File: src/rtl/tnew_m_pkg.sv
// rtl/tnew_m_pkg.sv - shared opcode, funct, ALU and access-width constants for the M-stage decode
package tnew_m_pkg;

  localparam logic [5:0] OP_RTYPE = 6'h00;
  localparam logic [5:0] OP_J     = 6'h02;
  localparam logic [5:0] OP_JAL   = 6'h03;
  localparam logic [5:0] OP_BEQ   = 6'h04;
  localparam logic [5:0] OP_BNE   = 6'h05;
  localparam logic [5:0] OP_ADDIU = 6'h09;
  localparam logic [5:0] OP_SLTI  = 6'h0A;
  localparam logic [5:0] OP_SLTIU = 6'h0B;
  localparam logic [5:0] OP_ANDI  = 6'h0C;
  localparam logic [5:0] OP_ORI   = 6'h0D;
  localparam logic [5:0] OP_XORI  = 6'h0E;
  localparam logic [5:0] OP_LUI   = 6'h0F;
  localparam logic [5:0] OP_COP0  = 6'h10;
  localparam logic [5:0] OP_LB    = 6'h20;
  localparam logic [5:0] OP_LH    = 6'h21;
  localparam logic [5:0] OP_LW    = 6'h23;
  localparam logic [5:0] OP_LBU   = 6'h24;
  localparam logic [5:0] OP_LHU   = 6'h25;
  localparam logic [5:0] OP_SB    = 6'h28;
  localparam logic [5:0] OP_SH    = 6'h29;
  localparam logic [5:0] OP_SW    = 6'h2B;

  localparam logic [5:0] FN_SLL   = 6'h00;
  localparam logic [5:0] FN_SRL   = 6'h02;
  localparam logic [5:0] FN_SRA   = 6'h03;
  localparam logic [5:0] FN_JR    = 6'h08;
  localparam logic [5:0] FN_JALR  = 6'h09;
  localparam logic [5:0] FN_ERET  = 6'h18;
  localparam logic [5:0] FN_ADDU  = 6'h21;
  localparam logic [5:0] FN_SUBU  = 6'h23;
  localparam logic [5:0] FN_AND   = 6'h24;
  localparam logic [5:0] FN_OR    = 6'h25;
  localparam logic [5:0] FN_XOR   = 6'h26;
  localparam logic [5:0] FN_NOR   = 6'h27;
  localparam logic [5:0] FN_SLT   = 6'h2A;
  localparam logic [5:0] FN_SLTU  = 6'h2B;

  // COP0 sub-operation lives in the rs field
  localparam logic [4:0] RS_MF    = 5'h00;
  localparam logic [4:0] RS_MT    = 5'h04;
  localparam logic [4:0] RS_CO    = 5'h10;

  localparam logic [4:0] ALU_ADD  = 5'd0;
  localparam logic [4:0] ALU_SUB  = 5'd1;
  localparam logic [4:0] ALU_AND  = 5'd2;
  localparam logic [4:0] ALU_OR   = 5'd3;
  localparam logic [4:0] ALU_XOR  = 5'd4;
  localparam logic [4:0] ALU_NOR  = 5'd5;
  localparam logic [4:0] ALU_SLT  = 5'd6;
  localparam logic [4:0] ALU_SLTU = 5'd7;
  localparam logic [4:0] ALU_SLL  = 5'd8;
  localparam logic [4:0] ALU_SRL  = 5'd9;
  localparam logic [4:0] ALU_SRA  = 5'd10;
  localparam logic [4:0] ALU_LUI  = 5'd11;

  typedef enum logic [1:0] {
    HBW_W = 2'd0,
    HBW_H = 2'd1,
    HBW_B = 2'd2
  } hbw_e;

  function automatic logic is_load_op(input logic [5:0] op);
    return (op == OP_LW) || (op == OP_LH) || (op == OP_LHU) ||
           (op == OP_LB) || (op == OP_LBU);
  endfunction

endpackage

File: src/rtl/tnew_m_instr_ctrl_dec.sv
// rtl/tnew_m_instr_ctrl_dec.sv - combinational instruction-to-control decoder
module instr_ctrl_dec
  import tnew_m_pkg::*;
(
  input  logic [31:0] instr,
  input  logic        tiao,
  input  logic        stall,
  output logic        regDst,
  output logic        reg31,
  output logic        siExt,
  output logic        shift2,
  output logic        regWrite,
  output logic        ALUSrc1,
  output logic        ALUSrc2,
  output logic        regIn,
  output logic        memWrite,
  output logic        branch,
  output logic        j,
  output logic        jr,
  output logic        jl,
  output logic        dmExt,
  output logic        eret,
  output logic        mtc,
  output logic        mfc,
  output logic [4:0]  ALUOP,
  output logic [1:0]  hbw
);

  logic [5:0] w_op;
  logic [5:0] w_funct;
  logic [4:0] w_rs;
  logic       w_ralu;
  logic       w_reg_write;
  logic       w_mem_write;
  logic       w_unused;

  assign w_op     = instr[31:26];
  assign w_funct  = instr[5:0];
  assign w_rs     = instr[25:21];
  assign w_unused = ^{instr[20:6], tiao};

  always_comb begin
    regDst      = 1'b0;
    reg31       = 1'b0;
    siExt       = 1'b0;
    shift2      = 1'b0;
    ALUSrc1     = 1'b0;
    ALUSrc2     = 1'b0;
    regIn       = 1'b0;
    branch      = 1'b0;
    j           = 1'b0;
    jr          = 1'b0;
    jl          = 1'b0;
    dmExt       = 1'b0;
    eret        = 1'b0;
    mtc         = 1'b0;
    mfc         = 1'b0;
    ALUOP       = ALU_ADD;
    hbw         = HBW_W;
    w_ralu      = 1'b0;
    w_reg_write = 1'b0;
    w_mem_write = 1'b0;

    case (w_op)
      OP_RTYPE: begin
        case (w_funct)
          FN_ADDU: begin w_ralu = 1'b1; ALUOP = ALU_ADD;  end
          FN_SUBU: begin w_ralu = 1'b1; ALUOP = ALU_SUB;  end
          FN_AND:  begin w_ralu = 1'b1; ALUOP = ALU_AND;  end
          FN_OR:   begin w_ralu = 1'b1; ALUOP = ALU_OR;   end
          FN_XOR:  begin w_ralu = 1'b1; ALUOP = ALU_XOR;  end
          FN_NOR:  begin w_ralu = 1'b1; ALUOP = ALU_NOR;  end
          FN_SLT:  begin w_ralu = 1'b1; ALUOP = ALU_SLT;  end
          FN_SLTU: begin w_ralu = 1'b1; ALUOP = ALU_SLTU; end
          FN_SLL:  begin w_ralu = 1'b1; ALUOP = ALU_SLL; ALUSrc1 = 1'b1; end
          FN_SRL:  begin w_ralu = 1'b1; ALUOP = ALU_SRL; ALUSrc1 = 1'b1; end
          FN_SRA:  begin w_ralu = 1'b1; ALUOP = ALU_SRA; ALUSrc1 = 1'b1; end
          FN_JR:   jr = 1'b1;
          FN_JALR: begin jr = 1'b1; jl = 1'b1; regDst = 1'b1; w_reg_write = 1'b1; end
          default: ;
        endcase
        if (w_ralu) begin
          regDst      = 1'b1;
          w_reg_write = 1'b1;
        end
      end
      OP_ADDIU: begin w_reg_write = 1'b1; ALUSrc2 = 1'b1; siExt = 1'b1; ALUOP = ALU_ADD;  end
      OP_SLTI:  begin w_reg_write = 1'b1; ALUSrc2 = 1'b1; siExt = 1'b1; ALUOP = ALU_SLT;  end
      OP_SLTIU: begin w_reg_write = 1'b1; ALUSrc2 = 1'b1; siExt = 1'b1; ALUOP = ALU_SLTU; end
      OP_ANDI:  begin w_reg_write = 1'b1; ALUSrc2 = 1'b1; ALUOP = ALU_AND; end
      OP_ORI:   begin w_reg_write = 1'b1; ALUSrc2 = 1'b1; ALUOP = ALU_OR;  end
      OP_XORI:  begin w_reg_write = 1'b1; ALUSrc2 = 1'b1; ALUOP = ALU_XOR; end
      OP_LUI:   begin w_reg_write = 1'b1; ALUSrc2 = 1'b1; ALUOP = ALU_LUI; end
      OP_LW, OP_LH, OP_LHU, OP_LB, OP_LBU: begin
        w_reg_write = 1'b1;
        regIn       = 1'b1;
        ALUSrc2     = 1'b1;
        siExt       = 1'b1;
        dmExt       = (w_op == OP_LH) || (w_op == OP_LB);
        if ((w_op == OP_LH) || (w_op == OP_LHU))
          hbw = HBW_H;
        else if ((w_op == OP_LB) || (w_op == OP_LBU))
          hbw = HBW_B;
      end
      OP_SW:    begin w_mem_write = 1'b1; ALUSrc2 = 1'b1; siExt = 1'b1; end
      OP_SH:    begin w_mem_write = 1'b1; ALUSrc2 = 1'b1; siExt = 1'b1; hbw = HBW_H; end
      OP_SB:    begin w_mem_write = 1'b1; ALUSrc2 = 1'b1; siExt = 1'b1; hbw = HBW_B; end
      OP_BEQ, OP_BNE: begin branch = 1'b1; siExt = 1'b1; shift2 = 1'b1; end
      OP_J:     j = 1'b1;
      OP_JAL:   begin j = 1'b1; jl = 1'b1; reg31 = 1'b1; w_reg_write = 1'b1; end
      OP_COP0: begin
        if (w_rs == RS_MF) begin
          mfc         = 1'b1;
          w_reg_write = 1'b1;
        end else if (w_rs == RS_MT) begin
          mtc = 1'b1;
        end else if ((w_rs == RS_CO) && (w_funct == FN_ERET)) begin
          eret = 1'b1;
        end
      end
      default: ;
    endcase
  end

  // A stalled instruction must not commit architectural state
  assign regWrite = w_reg_write & ~stall;
  assign memWrite = w_mem_write & ~stall;

endmodule

File: src/rtl/tnew_m.sv
// rtl/tnew_m.sv - M-stage capture register, control decode and hazard descriptors
module tnew_m
  import tnew_m_pkg::*;
(
  input  logic        clk,
  input  logic        reset,
  input  logic        stall,
  input  logic [31:0] IR,
  input  logic [31:0] PC8,
  input  logic [31:0] AO,
  input  logic        BranchOP,
  output logic [3:0]  tnew,
  output logic [4:0]  writereg,
  output logic [31:0] writedata,
  output logic        regDst,
  output logic        reg31,
  output logic        siExt,
  output logic        shift2,
  output logic        regWrite,
  output logic        ALUSrc1,
  output logic        ALUSrc2,
  output logic        regIn,
  output logic        memWrite,
  output logic        branch,
  output logic        j,
  output logic        jr,
  output logic        jl,
  output logic        dmExt,
  output logic        eret,
  output logic        mtc,
  output logic        mfc,
  output logic [4:0]  ALUOP,
  output logic [1:0]  hbw
);

  logic [31:0] r_ir;
  logic [31:0] r_pc8;
  logic [31:0] r_ao;
  logic        r_tiao;
  logic [4:0]  w_rt;
  logic [4:0]  w_rd;

  always_ff @(posedge clk) begin
    if (reset) begin
      r_ir   <= 32'd0;
      r_pc8  <= 32'd0;
      r_ao   <= 32'd0;
      r_tiao <= 1'b0;
    end else if (!stall) begin
      r_ir   <= IR;
      r_pc8  <= PC8;
      r_ao   <= AO;
      r_tiao <= BranchOP;
    end
  end

  instr_ctrl_dec u_dec (
    .instr    (r_ir),
    .tiao     (r_tiao),
    .stall    (1'b0),
    .regDst   (regDst),
    .reg31    (reg31),
    .siExt    (siExt),
    .shift2   (shift2),
    .regWrite (regWrite),
    .ALUSrc1  (ALUSrc1),
    .ALUSrc2  (ALUSrc2),
    .regIn    (regIn),
    .memWrite (memWrite),
    .branch   (branch),
    .j        (j),
    .jr       (jr),
    .jl       (jl),
    .dmExt    (dmExt),
    .eret     (eret),
    .mtc      (mtc),
    .mfc      (mfc),
    .ALUOP    (ALUOP),
    .hbw      (hbw)
  );

  assign w_rt = r_ir[20:16];
  assign w_rd = r_ir[15:11];

  // Only loads and mfc0 produce their value a cycle after M
  assign tnew      = (regIn | mfc) ? 4'd1 : 4'd0;
  assign writereg  = !regWrite ? 5'd0 : reg31 ? 5'd31 : regDst ? w_rd : w_rt;
  assign writedata = jl ? r_pc8 : r_ao;

endmodule

File: config.mk
export PLATFORM = sky130hd
export DESIGN_NAME = tnew_m
export DESIGN_NICKNAME = d
export VERILOG_FILES = /design/src/rtl/tnew_m_pkg.sv /design/src/rtl/tnew_m_instr_ctrl_dec.sv /design/src/rtl/tnew_m.sv
export SDC_FILE = /design/constraint.sdc
export NUM_CORES = 1
export LEC_CHECK = 0
export CAP_MARGIN = 20
export CORE_UTILIZATION = 45
export DETAILED_ROUTE_END_ITERATION = 10
export GPL_ROUTABILITY_DRIVEN = 0
export HOLD_SLACK_MARGIN = 0.06
export MAX_ROUTING_LAYER = met4
export PLACE_DENSITY = 0.78
export SETUP_SLACK_MARGIN = 0.1
export SLEW_MARGIN = 20
export SYNTH_ARGS = -nofsm -noshare
export SYNTH_HDL_FRONTEND = slang
export SYNTH_HIERARCHICAL = 1
export SYNTH_SLANG_ARGS = --single-unit
File: constraint.sdc
create_clock -name clk -period 3.1 [get_ports clk]
set_input_delay 0.31 -clock clk [delete_from_list [all_inputs] [get_ports clk]]
set_output_delay 0.31 -clock clk [all_outputs]
set_load 0.005 [all_outputs]
==> out/results.txt <==
status = finished with violations
failing checks = negative setup slack
final worst slack = -0.105 ns
Peak supply drop = 0.251 mV
Pwr Total = 2600 uW
Final Max Slew Viols = 0
number of global-route vias before repair = 3520
Lkg Pwr = 0.00295 uW
worst path required time = 2.79 ns
Final period util = 103%
ant diodes = 0
mapped cell area = 0.00433 mm2
clk_skew = 0 ns
crit path DAT = 2.89 ns
CTS HTree Levels = 3
Reg power frac = 49.4%
dpl cells = 703
DRT met1 WL = 4960 um
worst skew pair latency = 0.35 ns
layout cells sized above 1 = 23.8%
cts bufs inserted = 9
cell-internal power = 1910 uW
filler cell count = 760
TritonCTS clock tree = yes
clk buf depth = 2
Clock transition at path regs = 0.10 ns
worst hold slack = 0.498 ns
Die Ht = 100 um
RSZ-0062 raised after global routing = true
fmax = 0.312 GHz
drt wl/cell = 14.9 um
Core ar. = 0.00928 mm2
Switching Power = 694 uW
combinational power share = 21.5%
initial antenna violation count = 0
Die X-Extent = 100 um
All-Layer GR Usage = 21.7%
Die ar. = 0.0100 mm2
multi-input logic area = 0.00240 mm2
Final Hold Viols = 0
Tmin final = 3.20 ns
Rel. slew slack = 38.3%
HP Class = reg2reg
initial DRC count = 100
clock net sink count = 91
port buffer count = 154
via count = 3694
top sig layer = met4
first-pass GRT wire length = 16700 um
Met2 Wirelength = 5470 um
max-cap violations = 0
largest net degree at the start of global routing = 92
Post-Route WL = 11100 um
Sw Ratio = 26.7%
P per Cell Area = 400 mW/mm2
Post-Layout Cell Count = 746
final net count = 712
Initial Util = 46.7%
crit start category = register
GRT overflow = 0
Max FO, Critical Path = 5
met3 wire length = 663 um
syn avg cell area = 9.84 um2
num rows = 35
DRC viols = 0
Clk pwr share = 29.2%
clock root buffer master = clkbuf_8
DRT Pass-1 Iters = 4
Hold Buf Count CTS = 0
synth warn = 6
kind of critical path = reg2out
Setup-failing EPs final = 25
Syn-to-layout area delta = 50.0%
hpwl dp = 7030 um
Worst R2R Setup Slack = 2.24 ns
Worst Setup End Kind = primary output
Top Ports = 165
vias per cell = 4.95
Final ANT Viol Nets = 0
Register Area = 0.00182 mm2
Worst Max-Slew Pin Slew = 0.925 ns
Post-Synthesis Cells = 440
Fin Setup TNS = -1.38 ns
-- power by group through the flow --
stage | clock network [uW] | logic [uW] | registers (uW)
4_1_cts | 779 | 527 | 1280
3_5_place_dp | 0 | 508 | 1310
2_1_floorplan | 0 | 275 | 1290
5_1_grt | 842 | 600 | 1290
6_report | 759 | 558 | 1280
3_3_place_gp | 0 | 497 | 1300
-- state kept, by name, summed over array words and instances (netlist names) --
signal / flops
r_ao: 32
r_pc8: 32
r_ir: 27
-- per-layer routing --
layer,global-route usage (%),up-vias
met2,36.9,123
met5,-,-
li1,-,1842
met1,26.7,1727
met4,5.02,0
met3,4.39,2
-- final timing paths --
kind              startpoint      endpoint  depth (start not counted)
setup / recovery    r_ir[28]  writedata[4]                         10
hold / removal      r_ao[21]      r_ao[21]                          2
setup reg to reg     r_ir[2]       r_ir[2]                          2
hold reg to reg     r_ao[21]      r_ao[21]                          2
-- what timing repair did --
action	in CTS	in global routing
pin swaps	2	5
cloned	2	1
setup endpoints to repair	42	43
buffers inserted	11	13
gates resized for setup	94	93
-- critical path: stages (launching register included) --
cell,delay [ns]
dfxtp_2,0.32
or4_4,0.54
or4_4,0.43
and2b_2,0.25
a21o_4,0.15
buf_12,0.10
buf_12,0.11
clkbuf_16,0.14
buf_6,0.09
mux2_4,0.29
buf_6,0.12
-- layout by cell type, fill, tap and decap left out, types with 2 or more instances in the layout --
master           count
buf_2                3
inv_1                2
conb_1               8
buf_4               20
buf_6               23
nor4b_1              2
nor3_1               6
buf_16               2
clkbuf_8            10
dlymetal6s2s_1       2
o22ai_1              2
clkbuf_2            21
nand2b_1             3
dlygate4sd2_1        4
nand2_1              8
nor2_1              99
clkinv_4             2
nor4bb_1             2
nor3b_1              2
mux2_2              14
dfxtp_1             90
nand3_1              2
and3_1               2
o21ai_0              5
a21oi_1              5
mux2i_1             91
buf_12               5
and2_1               2
a211oi_1             3
clkdlybuf4s50_1    111
mux2_4              24
nor4_1               2
o21a_1               6
nor2b_1              2
buf_8                2
or4_4                3
or2_2                2
and2b_2              2
-- area by class of cell --
| type | instances | share of cell area [%] |
|---|---|---|
| Clock inverter | 5 | 0.693 |
| Inverter | 2 | 0.116 |
| Clock buffer | 11 | 2.18 |
| Tap cell | 129 | 2.48 |
| Sequential cell | 91 | 28.1 |
| Timing Repair Buffer | 195 | 29.6 |
| Multi-Input combinational cell | 313 | 36.9 |
-- through the flow --
stage	area (um2)	setup slack, ns	utilization, %
finish	6500	-0.105	70.0
CTS	6260	-0.162	67.5
global placement	5910	0.0581	63.7
floorplan	4350	0.274	-
detailed placement	5910	0.0480	63.7
global route	6500	-0.182	70.0
No activity file was read; power rests on OpenSTA's default activity.
